File: src/rtl/apb_uart.sv
// apb_uart
//   APB slave (selected by psel == 2'b10) wrapping a full-duplex UART.
//   The frame is 8 data bits, LSB first, and one stop bit. When the macro
//   UART_PARITY_EN is defined, an even-parity bit follows the data bits
//   (11-bit frame) and is checked on receive. Without it the parity bit is
//   skipped (10-bit frame) and STATUS bit 2 always reads 0.
//
//   Register map (full 32-bit pAdd decode):
//     0  TXDATA  write-only; the transfer stalls while the transmitter is busy
//     4  STATUS  read-only, zero wait states;
//                bit 0 = rx_valid, bit 1 = tx_busy, bit 2 = parity_err,
//                bit 3 = framing_err, bit 4 = overrun;
//                a completed read clears bits 2..4
//     15 RXDATA  read-only; the transfer stalls until a byte is available
//     other      completes at once, reads 0, writes are dropped
//
//   Ports:
//     clk            system clock, rising edge
//     rst_n          asynchronous active-low reset
//     psel[1:0]      slave select; this block answers only to 2'b10
//     pen            APB enable (access phase)
//     pwr            1 = write, 0 = read
//     pAdd[31:0]     byte address
//     pwData[31:0]   write data; only [7:0] is used
//     prdata[31:0]   read data; combinational, 0 unless pready is 1
//     pready         transfer-complete strobe; combinational
//     rxd            serial input, idles high
//     txd            serial output, idles high, registered
//
//   state    | meaning
//   S_IDLE   | line idle: TX waits for a write, RX waits for a falling edge
//   S_START  | start bit (RX counts to mid-bit and re-checks it)
//   S_DATA   | eight data bits, LSB first
//   S_PARITY | even-parity bit (UART_PARITY_EN only)
//   S_STOP   | stop bit
module apb_uart #(
    parameter int CLKS_PER_BIT = 16
) (
    input  logic        clk,
    input  logic        rst_n,
    input  logic [1:0]  psel,
    input  logic        pen,
    input  logic        pwr,
    input  logic [31:0] pAdd,
    input  logic [31:0] pwData,
    output logic [31:0] prdata,
    output logic        pready,
    input  logic        rxd,
    output logic        txd
);
    localparam int CNT_W = $clog2(CLKS_PER_BIT);
    localparam logic [CNT_W-1:0] BIT_LAST  = CNT_W'(CLKS_PER_BIT - 1);
    localparam logic [CNT_W-1:0] HALF_LAST = CNT_W'(CLKS_PER_BIT / 2 - 1);

    typedef enum logic [2:0] {S_IDLE, S_START, S_DATA, S_PARITY, S_STOP} state_t;

    state_t           tx_state_q;
    logic [CNT_W-1:0] tx_cnt_q;
    logic [2:0]       tx_bit_q;
    logic [7:0]       tx_shift_q;
    logic             txd_q;
`ifdef UART_PARITY_EN
    logic             tx_par_q;
    logic             rx_par_q;
`endif

    state_t           rx_state_q;
    logic [CNT_W-1:0] rx_cnt_q;
    logic [2:0]       rx_bit_q;
    logic [7:0]       rx_shift_q;
    logic             rx_s1_q, rx_s2_q, rx_s3_q;
    logic [7:0]       rx_byte_q;
    logic             rx_valid_q;
    logic             parity_err_q, framing_err_q, overrun_q;

    logic access, sel_tx, sel_st, sel_rx;
    logic tx_busy, tx_accept, rx_take, st_take;
    logic tx_tick, rx_tick, rx_fall;
    logic unused_pwdata;

    assign unused_pwdata = ^pwData[31:8];

    // ---------------- bus decode ----------------
    assign access = (psel == 2'b10) && pen;
    assign sel_tx = access &&  pwr && (pAdd == 32'd0);
    assign sel_st = access && !pwr && (pAdd == 32'd4);
    assign sel_rx = access && !pwr && (pAdd == 32'd15);

    assign tx_busy   = (tx_state_q != S_IDLE);
    assign tx_accept = sel_tx && !tx_busy;
    assign rx_take   = sel_rx && rx_valid_q;
    assign st_take   = sel_st;

    always_comb begin
        pready = 1'b0;
        prdata = 32'd0;
        if (access) begin
            if (sel_tx) begin
                pready = !tx_busy;
            end else if (sel_rx) begin
                pready = rx_valid_q;
                if (rx_valid_q) prdata = {24'd0, rx_byte_q};
            end else if (sel_st) begin
                pready = 1'b1;
                prdata = {27'd0, overrun_q, framing_err_q, parity_err_q, tx_busy, rx_valid_q};
            end else begin
                pready = 1'b1;
            end
        end
    end

    // ---------------- transmitter ----------------
    assign tx_tick = (tx_cnt_q == '0);
    assign txd     = txd_q;

    always_ff @(posedge clk or negedge rst_n) begin
        if (!rst_n) begin
            tx_state_q <= S_IDLE;
            tx_cnt_q   <= '0;
            tx_bit_q   <= '0;
            tx_shift_q <= '0;
            txd_q      <= 1'b1;
`ifdef UART_PARITY_EN
            tx_par_q   <= 1'b0;
`endif
        end else begin
            case (tx_state_q)
                S_IDLE: begin
                    txd_q <= 1'b1;
                    if (tx_accept) begin
                        tx_shift_q <= pwData[7:0];
`ifdef UART_PARITY_EN
                        tx_par_q   <= ^pwData[7:0];
`endif
                        tx_cnt_q   <= BIT_LAST;
                        txd_q      <= 1'b0;
                        tx_state_q <= S_START;
                    end
                end
                S_START: begin
                    if (!tx_tick) begin
                        tx_cnt_q <= tx_cnt_q - 1'b1;
                    end else begin
                        tx_cnt_q   <= BIT_LAST;
                        txd_q      <= tx_shift_q[0];
                        tx_shift_q <= {1'b0, tx_shift_q[7:1]};
                        tx_bit_q   <= '0;
                        tx_state_q <= S_DATA;
                    end
                end
                S_DATA: begin
                    if (!tx_tick) begin
                        tx_cnt_q <= tx_cnt_q - 1'b1;
                    end else begin
                        tx_cnt_q <= BIT_LAST;
                        if (tx_bit_q == 3'd7) begin
`ifdef UART_PARITY_EN
                            txd_q      <= tx_par_q;
                            tx_state_q <= S_PARITY;
`else
                            txd_q      <= 1'b1;
                            tx_state_q <= S_STOP;
`endif
                        end else begin
                            txd_q      <= tx_shift_q[0];
                            tx_shift_q <= {1'b0, tx_shift_q[7:1]};
                            tx_bit_q   <= tx_bit_q + 1'b1;
                        end
                    end
                end
                S_PARITY: begin
                    if (!tx_tick) begin
                        tx_cnt_q <= tx_cnt_q - 1'b1;
                    end else begin
                        tx_cnt_q   <= BIT_LAST;
                        txd_q      <= 1'b1;
                        tx_state_q <= S_STOP;
                    end
                end
                S_STOP: begin
                    if (!tx_tick) tx_cnt_q <= tx_cnt_q - 1'b1;
                    else          tx_state_q <= S_IDLE;
                end
                default: tx_state_q <= S_IDLE;
            endcase
        end
    end

    // ---------------- receiver ----------------
    assign rx_tick = (rx_cnt_q == '0);
    assign rx_fall = rx_s3_q && !rx_s2_q;

    always_ff @(posedge clk or negedge rst_n) begin
        if (!rst_n) begin
            rx_s1_q       <= 1'b1;
            rx_s2_q       <= 1'b1;
            rx_s3_q       <= 1'b1;
            rx_state_q    <= S_IDLE;
            rx_cnt_q      <= '0;
            rx_bit_q      <= '0;
            rx_shift_q    <= '0;
            rx_byte_q     <= '0;
            rx_valid_q    <= 1'b0;
            parity_err_q  <= 1'b0;
            framing_err_q <= 1'b0;
            overrun_q     <= 1'b0;
`ifdef UART_PARITY_EN
            rx_par_q      <= 1'b0;
`endif
        end else begin
            // An unknown line level falls into the else branch and reads as idle-high.
            if (rxd == 1'b0) rx_s1_q <= 1'b0;
            else             rx_s1_q <= 1'b1;
            rx_s2_q <= rx_s1_q;
            rx_s3_q <= rx_s2_q;

            // Clears first; a byte or flag landing on the same edge overrides them.
            if (rx_take) rx_valid_q <= 1'b0;
            if (st_take) begin
                parity_err_q  <= 1'b0;
                framing_err_q <= 1'b0;
                overrun_q     <= 1'b0;
            end

            case (rx_state_q)
                S_IDLE: begin
                    if (rx_fall) begin
                        rx_cnt_q   <= HALF_LAST;
                        rx_state_q <= S_START;
                    end
                end
                S_START: begin
                    if (!rx_tick) begin
                        rx_cnt_q <= rx_cnt_q - 1'b1;
                    end else if (rx_s2_q) begin
                        rx_state_q <= S_IDLE;
                    end else begin
                        rx_cnt_q   <= BIT_LAST;
                        rx_bit_q   <= '0;
                        rx_state_q <= S_DATA;
                    end
                end
                S_DATA: begin
                    if (!rx_tick) begin
                        rx_cnt_q <= rx_cnt_q - 1'b1;
                    end else begin
                        rx_cnt_q   <= BIT_LAST;
                        rx_shift_q <= {rx_s2_q, rx_shift_q[7:1]};
                        rx_bit_q   <= rx_bit_q + 1'b1;
                        if (rx_bit_q == 3'd7) begin
`ifdef UART_PARITY_EN
                            rx_state_q <= S_PARITY;
`else
                            rx_state_q <= S_STOP;
`endif
                        end
                    end
                end
`ifdef UART_PARITY_EN
                S_PARITY: begin
                    if (!rx_tick) begin
                        rx_cnt_q <= rx_cnt_q - 1'b1;
                    end else begin
                        rx_cnt_q   <= BIT_LAST;
                        rx_par_q   <= rx_s2_q;
                        rx_state_q <= S_STOP;
                    end
                end
`endif
                S_STOP: begin
                    if (!rx_tick) begin
                        rx_cnt_q <= rx_cnt_q - 1'b1;
                    end else begin
                        rx_byte_q  <= rx_shift_q;
                        rx_valid_q <= 1'b1;
                        // A byte read out on this very edge is not lost, so no overrun.
                        if (rx_valid_q && !rx_take) overrun_q <= 1'b1;
                        if (!rx_s2_q) framing_err_q <= 1'b1;
`ifdef UART_PARITY_EN
                        if ((^rx_shift_q) != rx_par_q) parity_err_q <= 1'b1;
`endif
                        rx_state_q <= S_IDLE;
                    end
                end
                default: rx_state_q <= S_IDLE;
            endcase
        end
    end
endmodule

File: config.mk
export PLATFORM = sky130hd
export DESIGN_NAME = apb_uart
export DESIGN_NICKNAME = d
export VERILOG_FILES = /design/src/rtl/apb_uart.sv
export SDC_FILE = /design/constraint.sdc
export NUM_CORES = 1
export LEC_CHECK = 0
export BUFFER_PORTS_ARGS = -buffer_cell sky130_fd_sc_hd__buf_2
export CAP_MARGIN = 40
export CORE_ASPECT_RATIO = 1.75
export CORE_MARGIN = 3
export CORE_UTILIZATION = 45
export DETAILED_ROUTE_END_ITERATION = 12
export PLACE_DENSITY = 0.77
export SLEW_MARGIN = 0
export SYNTH_ARGS = -nofsm -noshare
export SYNTH_HDL_FRONTEND = slang
export SYNTH_SLANG_ARGS = --single-unit
export TNS_END_PERCENT = 10
File: constraint.sdc
create_clock -name clk -period 2.21 [get_ports clk]
set_input_delay 0.1105 -clock clk [delete_from_list [all_inputs] [get_ports clk]]
set_output_delay 0.1105 -clock clk [all_outputs]
set_load 0.01 [all_outputs]
==> results of run 1 <==
## critical path, delay by kind of cell (launching register included)
family / cells / cell delay [ns]
buf+inv: 1 / 0.12
compound gates: 3 / 0.52
simple gates: 1 / 0.40
flops: 1 / 0.42
mux: 1 / 0.32
fa+ha+maj: 1 / 0.19
## path summary, 6_finish.rpt
kind | slack [ns] | startpoint | end
worst max-delay path | 0.13 | tx_cnt_q[0] | tx_shift_q[5]
worst min-delay path | 0.16 | pwData[6] | tx_shift_q[6]
min in group asynchronous | 0.44 | rst_n | rx_shift_q[6]
worst max register to register | 0.13 | tx_cnt_q[0] | tx_shift_q[5]
max in group asynchronous | 1.34 | rst_n | tx_shift_q[5]
worst min register to register | 0.36 | rx_s1_q | rx_s2_q
## power groups by stage
stage / Combinational [mW] / Sequential [mW] / Clock, mW
global placement: 0.313 / 1.07 / 0
detailed placement: 0.326 / 1.07 / 0
finish: 0.329 / 1.06 / 0.749
floorplan: 0.280 / 1.04 / 0
CTS: 0.330 / 1.06 / 0.775
global route: 0.377 / 1.06 / 0.801
## per-stage QoR
stage | area [µm²] | util | power, mW
after floorplan | 2970 | - | 1.32
after global placement | 3230 | 0.519 | 1.38
after detailed placement | 3230 | 0.519 | 1.40
after CTS | 3390 | 0.544 | 2.16
after global routing | 3390 | 0.544 | 2.24
final | 3390 | 0.544 | 2.13
## cells by family (layout without fill, tap and decap cells)
group                    count (synthesis)  after routing  synth area share
XOR/XNOR                                 3              3           0.00912
flip-flops                              51             51             0.445
multiplexers                            34             34             0.132
adder cells (fa/ha/maj)                  6              6            0.0261
buffers and inverters                   45             91            0.0903
AO/OA/AOI/OAI                           53             53             0.121
other                                    1             24           0.00130
AND/OR/NAND/NOR                         92             92             0.176
## flip-flops by register name (all words and copies together), names as in the netlist
| signal | cells |
|---|---|
| overrun_q | 1 |
| rx_valid_q | 1 |
| rx_cnt_q | 4 |
| tx_shift_q | 8 |
| tx_bit_q | 3 |
| tx_cnt_q | 4 |
| framing_err_q | 1 |
| rx_s1_q | 1 |
| rx_byte_q | 8 |
| txd | 1 |
| rx_state_q | 3 |
| rx_shift_q | 8 |
| rx_s2_q | 1 |
| rx_bit_q | 3 |
| tx_state_q | 3 |
| rx_s3_q | 1 |
## timing repair
item | in CTS | in global routing
resized for setup | 0 | 1
hold buffers | 2 | 0
endpoints found under the setup margin | 0 | 8
endpoints found under the hold margin | 48 | 0
## layout make-up
type                            count  share of cell area
Multi-Input combinational cell    212               0.422
Clock buffer                        6              0.0214
Inverter                           11              0.0122
Sequential cell                    51               0.378
Timing Repair Buffer               72               0.120
Clock inverter                      2              0.0177
Tap cell                           80              0.0295
## cell usage in the layout, fill, tap and decap left out, types with 4 or more instances in the layout
| master | netlist | layout |
|---|---|---|
| buf_2 | 1 | 56 |
| dfrtp_1 | 47 | 47 |
| mux2_2 | 31 | 31 |
| conb_1 | 1 | 24 |
| nand2_1 | 21 | 20 |
| nor2_1 | 18 | 18 |
| a21oi_1 | 14 | 14 |
| buf_4 | 24 | 14 |
| inv_1 | 11 | 11 |
| nor4_1 | 11 | 11 |
| o21ai_0 | 10 | 10 |
| nor3_1 | 8 | 8 |
| o22ai_1 | 6 | 6 |
| ha_1 | 6 | 6 |
| clkbuf_8 | 0 | 5 |
| and3_1 | 4 | 4 |
| a22o_1 | 4 | 4 |
| a31oi_1 | 4 | 4 |
| dfstp_2 | 4 | 4 |
## metal layers
metal  global-route usage  wire length [µm]
met1                0.176              2170
met2                0.296              3310
met3               0.0252               169
met4               0.0801               159
met5                    0                 0
==> impl_metrics.json, run 1 <==
{
  "status": "finished clean",
  "rsz0062_at_grt": "no",
  "netlist_top_cells_count": "dfrtp_1 (47), mux2_2 (31), buf_4 (24)",
  "power_switching_mw": 0.543,
  "clockPowerShare": 0.351,
  "critPathRequiredTime_ns": 2.40,
  "worst_slew_pin_slew_ns": 0.641,
  "placedCellCount": 424,
  "ant_nets": 0,
  "routed_wirelength_mm": 5.81,
  "clock-sinks": 51,
  "first_pass_iters": 4,
  "grt_overflow": 0,
  "die_h_um": 112,
  "regArea_um2": 1280,
  "whs_path_depth": 3,
  "synth_area_um2": 2880,
  "timing.slew.headroom": 0.573,
  "global_route.usage.total": 0.163,
  "io_pins": 105,
  "vias": 2277,
  "arrival_ns": 2.27,
  "post_cts_buffers": 0,
  "synth_top_area_frac": 0.408,
  "seq_area_frac_synth": 0.445,
  "p_int_mw": 1.59,
  "detailedPlace.worstSlack_ns": 0.131,
  "routedWlPerCell_um": 13.4,
  "synth_ff_type": "dfrtp_1",
  "worstPathMaxFanout": 8,
  "core_um2": 6230,
  "synth.distinct_cells": 52,
  "netlist_instances": 285,
  "tritoncts": "yes",
  "r2r_cells": 7,
  "endpoint_kind": "register",
  "yosysWarnings": 0,
  "gp_congestion": 0.855,
  "power_density_nw_per_um2": 630,
  "report.final.setup_viol": 0,
  "synthTopCellsByArea": "dfrtp_1 (41%), mux2_2 (12%), buf_4 (6.3%)",
  "holdWs_ns": 0.160,
  "cts_max_level": 2,
  "hold_viol": 0,
  "drt_iter0_drc": 114,
  "worst_hold_path_type": "in -> reg",
  "async_reset_ff_frac": 1.00,
  "ctsLongestPathBuffers": 2,
  "drc": 0,
  "multi_input_area_um2": 1430,
  "p_comb_frac": 0.154,
  "crit_type": "reg -> reg",
  "yosysMostFrequentCell": "dfrtp_1",
  "final_min_period_over_clock_period": 0.943,
  "tns_ns": 0,
  "leakagePower_nw": 1.69,
  "avgSynthCellArea_um2": 10.1,
  "fp.dieW_um": 66.5,
  "cp-start-kind": "register",
  "setup_slack_ns": 0.125,
  "hpwl_mm": 4.44,
  "clk_latency_ns": 0.30,
  "synth_seq_cells": 51,
  "syn_to_final_growth_pct": 17.6,
  "nets": 430,
  "finClkSkew_ns": 0.00791,
  "drive_above_1_share": 0.345,
  "start_util": 0.463,
  "fin_crit_ns": 2.08,
  "p_sw_frac": 0.254,
  "sequentialPowerShare": 0.495,
  "cpMaxStageDelayCell": "dfrtp_1",
  "synth_area_leader_cell": "dfrtp_1",
  "final_cells": 434,
  "cts_buffers": 5,
  "slew_viol_final": 0,
  "vdd_drop_max_uv": 650,
  "diodes": 0,
  "critPathMaxStageDelay_ns": 0.42,
  "rows": 38,
  "port_buffers": 56,
  "nFillCells": 565,
  "synth_edf_count": 0,
  "path_cells": "inv_1 -> ha_1 -> or3b_1 -> a21o_1 -> a21oi_4 -> o21ai_2 -> mux2_2",
  "antenna_found_initial": 0,
  "maxCapViolations": 0,
  "die_area_um2": 7440,
  "grt_pass1_vias": 2264,
  "grt_pass1_wl_mm": 9.75,
  "clkTransAtPathRegs_ns": 0.09,
  "grt_max_degree": 52,
  "timing.fmax_mhz": 480,
  "cts_root_buffer": "clkbuf_8",
  "vias_per_cell": 5.25
}
(Power assumes the default switching activity.)
==> run 2, diff against run 1 <==
--- a/config.mk
+++ b/config.mk
@@ -11,7 +11,8 @@
 export CORE_MARGIN = 3
 export CORE_UTILIZATION = 45
 export DETAILED_ROUTE_END_ITERATION = 12
-export PLACE_DENSITY = 0.77
+export HOLD_SLACK_MARGIN = 0.06
+export PLACE_DENSITY = 0.74
 export SLEW_MARGIN = 0
 export SYNTH_ARGS = -nofsm -noshare
 export SYNTH_HDL_FRONTEND = slang
==> constraint.sdc (replaced) <==
create_clock -name clk -period 2.5 [get_ports clk]
set_input_delay 0.125 -clock clk [delete_from_list [all_inputs] [get_ports clk]]
set_output_delay 0.125 -clock clk [all_outputs]
set_load 0.01 [all_outputs]
==> impl_metrics.json, run 2 (same netlist as run 1, synthesis figures left out) <==
{
  "use_met3": 0.0192,
  "r2r_cells": 7,
  "maxCapViolations": 0,
  "path_buf_inv": 1,
  "layout_common_cells": "buf_2 (56), dfrtp_1 (47), mux2_2 (31)",
  "detailedPlace.worstSlack_ns": 0.329,
  "leakagePower_nw": 1.67,
  "rsz0062_at_grt": "no",
  "fp.dieW_um": 66.5,
  "reg.largest.list": "rx_byte_q: 8 flops, rx_shift_q: 8 flops, tx_shift_q: 8 flops",
  "routedWlPerCell_um": 13.4,
  "vias_per_cell": 5.32,
  "p_sw_frac": 0.273,
  "path_delay_family": "compound AO/OA/AOI/OAI gates",
  "r2r_start": "tx_cnt_q[0]",
  "final_common_cell": "buf_2",
  "grt_util_met2": 0.307,
  "cts_root_buffer": "clkbuf_8",
  "ant_nets": 0,
  "die_h_um": 112,
  "cp.depth": 7,
  "drive_above_1_share": 0.339,
  "crit_type": "reg -> reg",
  "hold_viol": 0,
  "holdWs_ns": 0.179,
  "worst_hold_path_type": "in -> reg",
  "worst_slew_pin_slew_ns": 0.551,
  "cts_buffers": 5,
  "grt_util_met1": 0.183,
  "syn_to_final_growth_pct": 16.1,
  "clkTransAtPathRegs_ns": 0.09,
  "rows": 38,
  "whs_path_depth": 3,
  "gp_congestion": 0.856,
  "gr-max-usage-layer": "met2",
  "diodes": 0,
  "global_route.usage.total": 0.166,
  "core_um2": 6230,
  "p_int_mw": 1.30,
  "timing.fmax_mhz": 456,
  "tritoncts": "yes",
  "power_density_nw_per_um2": 536,
  "vias": 2291,
  "grt_pass1_wl_mm": 9.96,
  "total_power_mw": 1.79,
  "path_cells": "inv_1 -> ha_1 -> or3b_1 -> a21o_1 -> a21oi_4 -> o21ai_2 -> mux2_2",
  "slew_viol_final": 0,
  "clock-sinks": 51,
  "grt_overflow": 0,
  "routed_wirelength_mm": 5.79,
  "power_switching_mw": 0.489,
  "r2r_slack_ns": 0.31,
  "worstPathMaxFanout": 8,
  "min_from": "pwData[5]",
  "first_pass_iters": 4,
  "endpoint_kind": "register",
  "hpwl_mm": 4.48,
  "cpMaxStageDelayCell": "or3b_1",
  "nets": 427,
  "io_pins": 105,
  "p_comb_frac": 0.164,
  "start_util": 0.463,
  "final_min_period_over_clock_period": 0.877,
  "drc": 0,
  "tns_ns": 0,
  "setup_slack_ns": 0.308,
  "cp-start-kind": "register",
  "sequentialPowerShare": 0.521,
  "clockPowerShare": 0.316,
  "ctsResizeCount": 0,
  "report.final.setup_viol": 0,
  "die_area_um2": 7440,
  "fin_crit_ns": 2.19,
  "critPathMaxStageDelay_ns": 0.44,
  "antenna_found_initial": 0,
  "vdd_drop_max_uv": 385,
  "arrival_ns": 2.38,
  "cts_max_level": 2,
  "cp-endpoint": "tx_shift_q[3]",
  "clk_latency_ns": 0.30,
  "timing.slew.headroom": 0.629,
  "status": "finished clean",
  "drt_iter0_drc": 87,
  "port_buffers": 56,
  "finClkSkew_ns": 0.00578,
  "ctsLongestPathBuffers": 2,
  "worstSetupStartpoint": "tx_cnt_q[0]",
  "grt_max_degree": 40,
  "grt_pass1_vias": 2287,
  "r2r-end": "tx_shift_q[3]",
  "critPathRequiredTime_ns": 2.69
}
==> run 2: worst reg2reg max path, cell delays in order, from the launching register on <==
cell     delay (ns)
dfrtp_1        0.42
inv_1          0.12
ha_1           0.18
or3b_1         0.44
a21o_1         0.24
a21oi_4        0.20
o21ai_2        0.18
mux2_2         0.31
==> run 2: metrics by stage <==
step / cells / instance area [µm²] / util
detailed placement: 421 / 3210 / 0.516
floorplan: 308 / 2970 / -
global route: 431 / 3340 / 0.537
finish: 431 / 3340 / 0.537
global placement: 421 / 3210 / 0.516
CTS: 431 / 3340 / 0.537
==> run 2: worst min-delay path by stage <==
| stage | end | slack [ns] |
|---|---|---|
| after CTS | tx_shift_q[5] | 0.18 |
| after detailed placement | rx_byte_q[6] | 0.03 |
| after global routing | tx_shift_q[5] | 0.19 |
| final | tx_shift_q[5] | 0.18 |
| after floorplan | framing_err_q | -0.17 |
| after global placement | rx_byte_q[5] | 0.03 |
==> run 2: power groups by stage <==
stage               clock network [mW]  logic [mW]  registers (mW)
floorplan                            0       0.248           0.915
global placement                     0       0.278           0.944
detailed placement                   0       0.291           0.948
CTS                              0.578       0.297           0.932
global route                     0.611       0.344           0.947
finish                           0.566       0.293           0.934
==> run 2: final cells by class <==
type	count	area [µm²]
multi-input cells	212	1430
clock buffers	5	68.8
fillers	571	2880
clock inverters	3	43.8
well taps	80	100
inverters	11	41.3
flip-flops and latches	51	1280
repair buffers	69	383
==> run 2: what timing repair did <==
item	4_1_cts	5_1_grt
hold buffers	2	0
buffers inserted	0	0
hold endpoints to repair	13	0
==> run 2: per-layer routing <==
| layer | up-vias | share of wire |
|---|---|---|
| li1 | 1109 | - |
| met1 | 1122 | 0.37 |
| met2 | 44 | 0.57 |
| met3 | 16 | 0.026 |
| met4 | 0 | 0.033 |
| met5 | - | 0 |
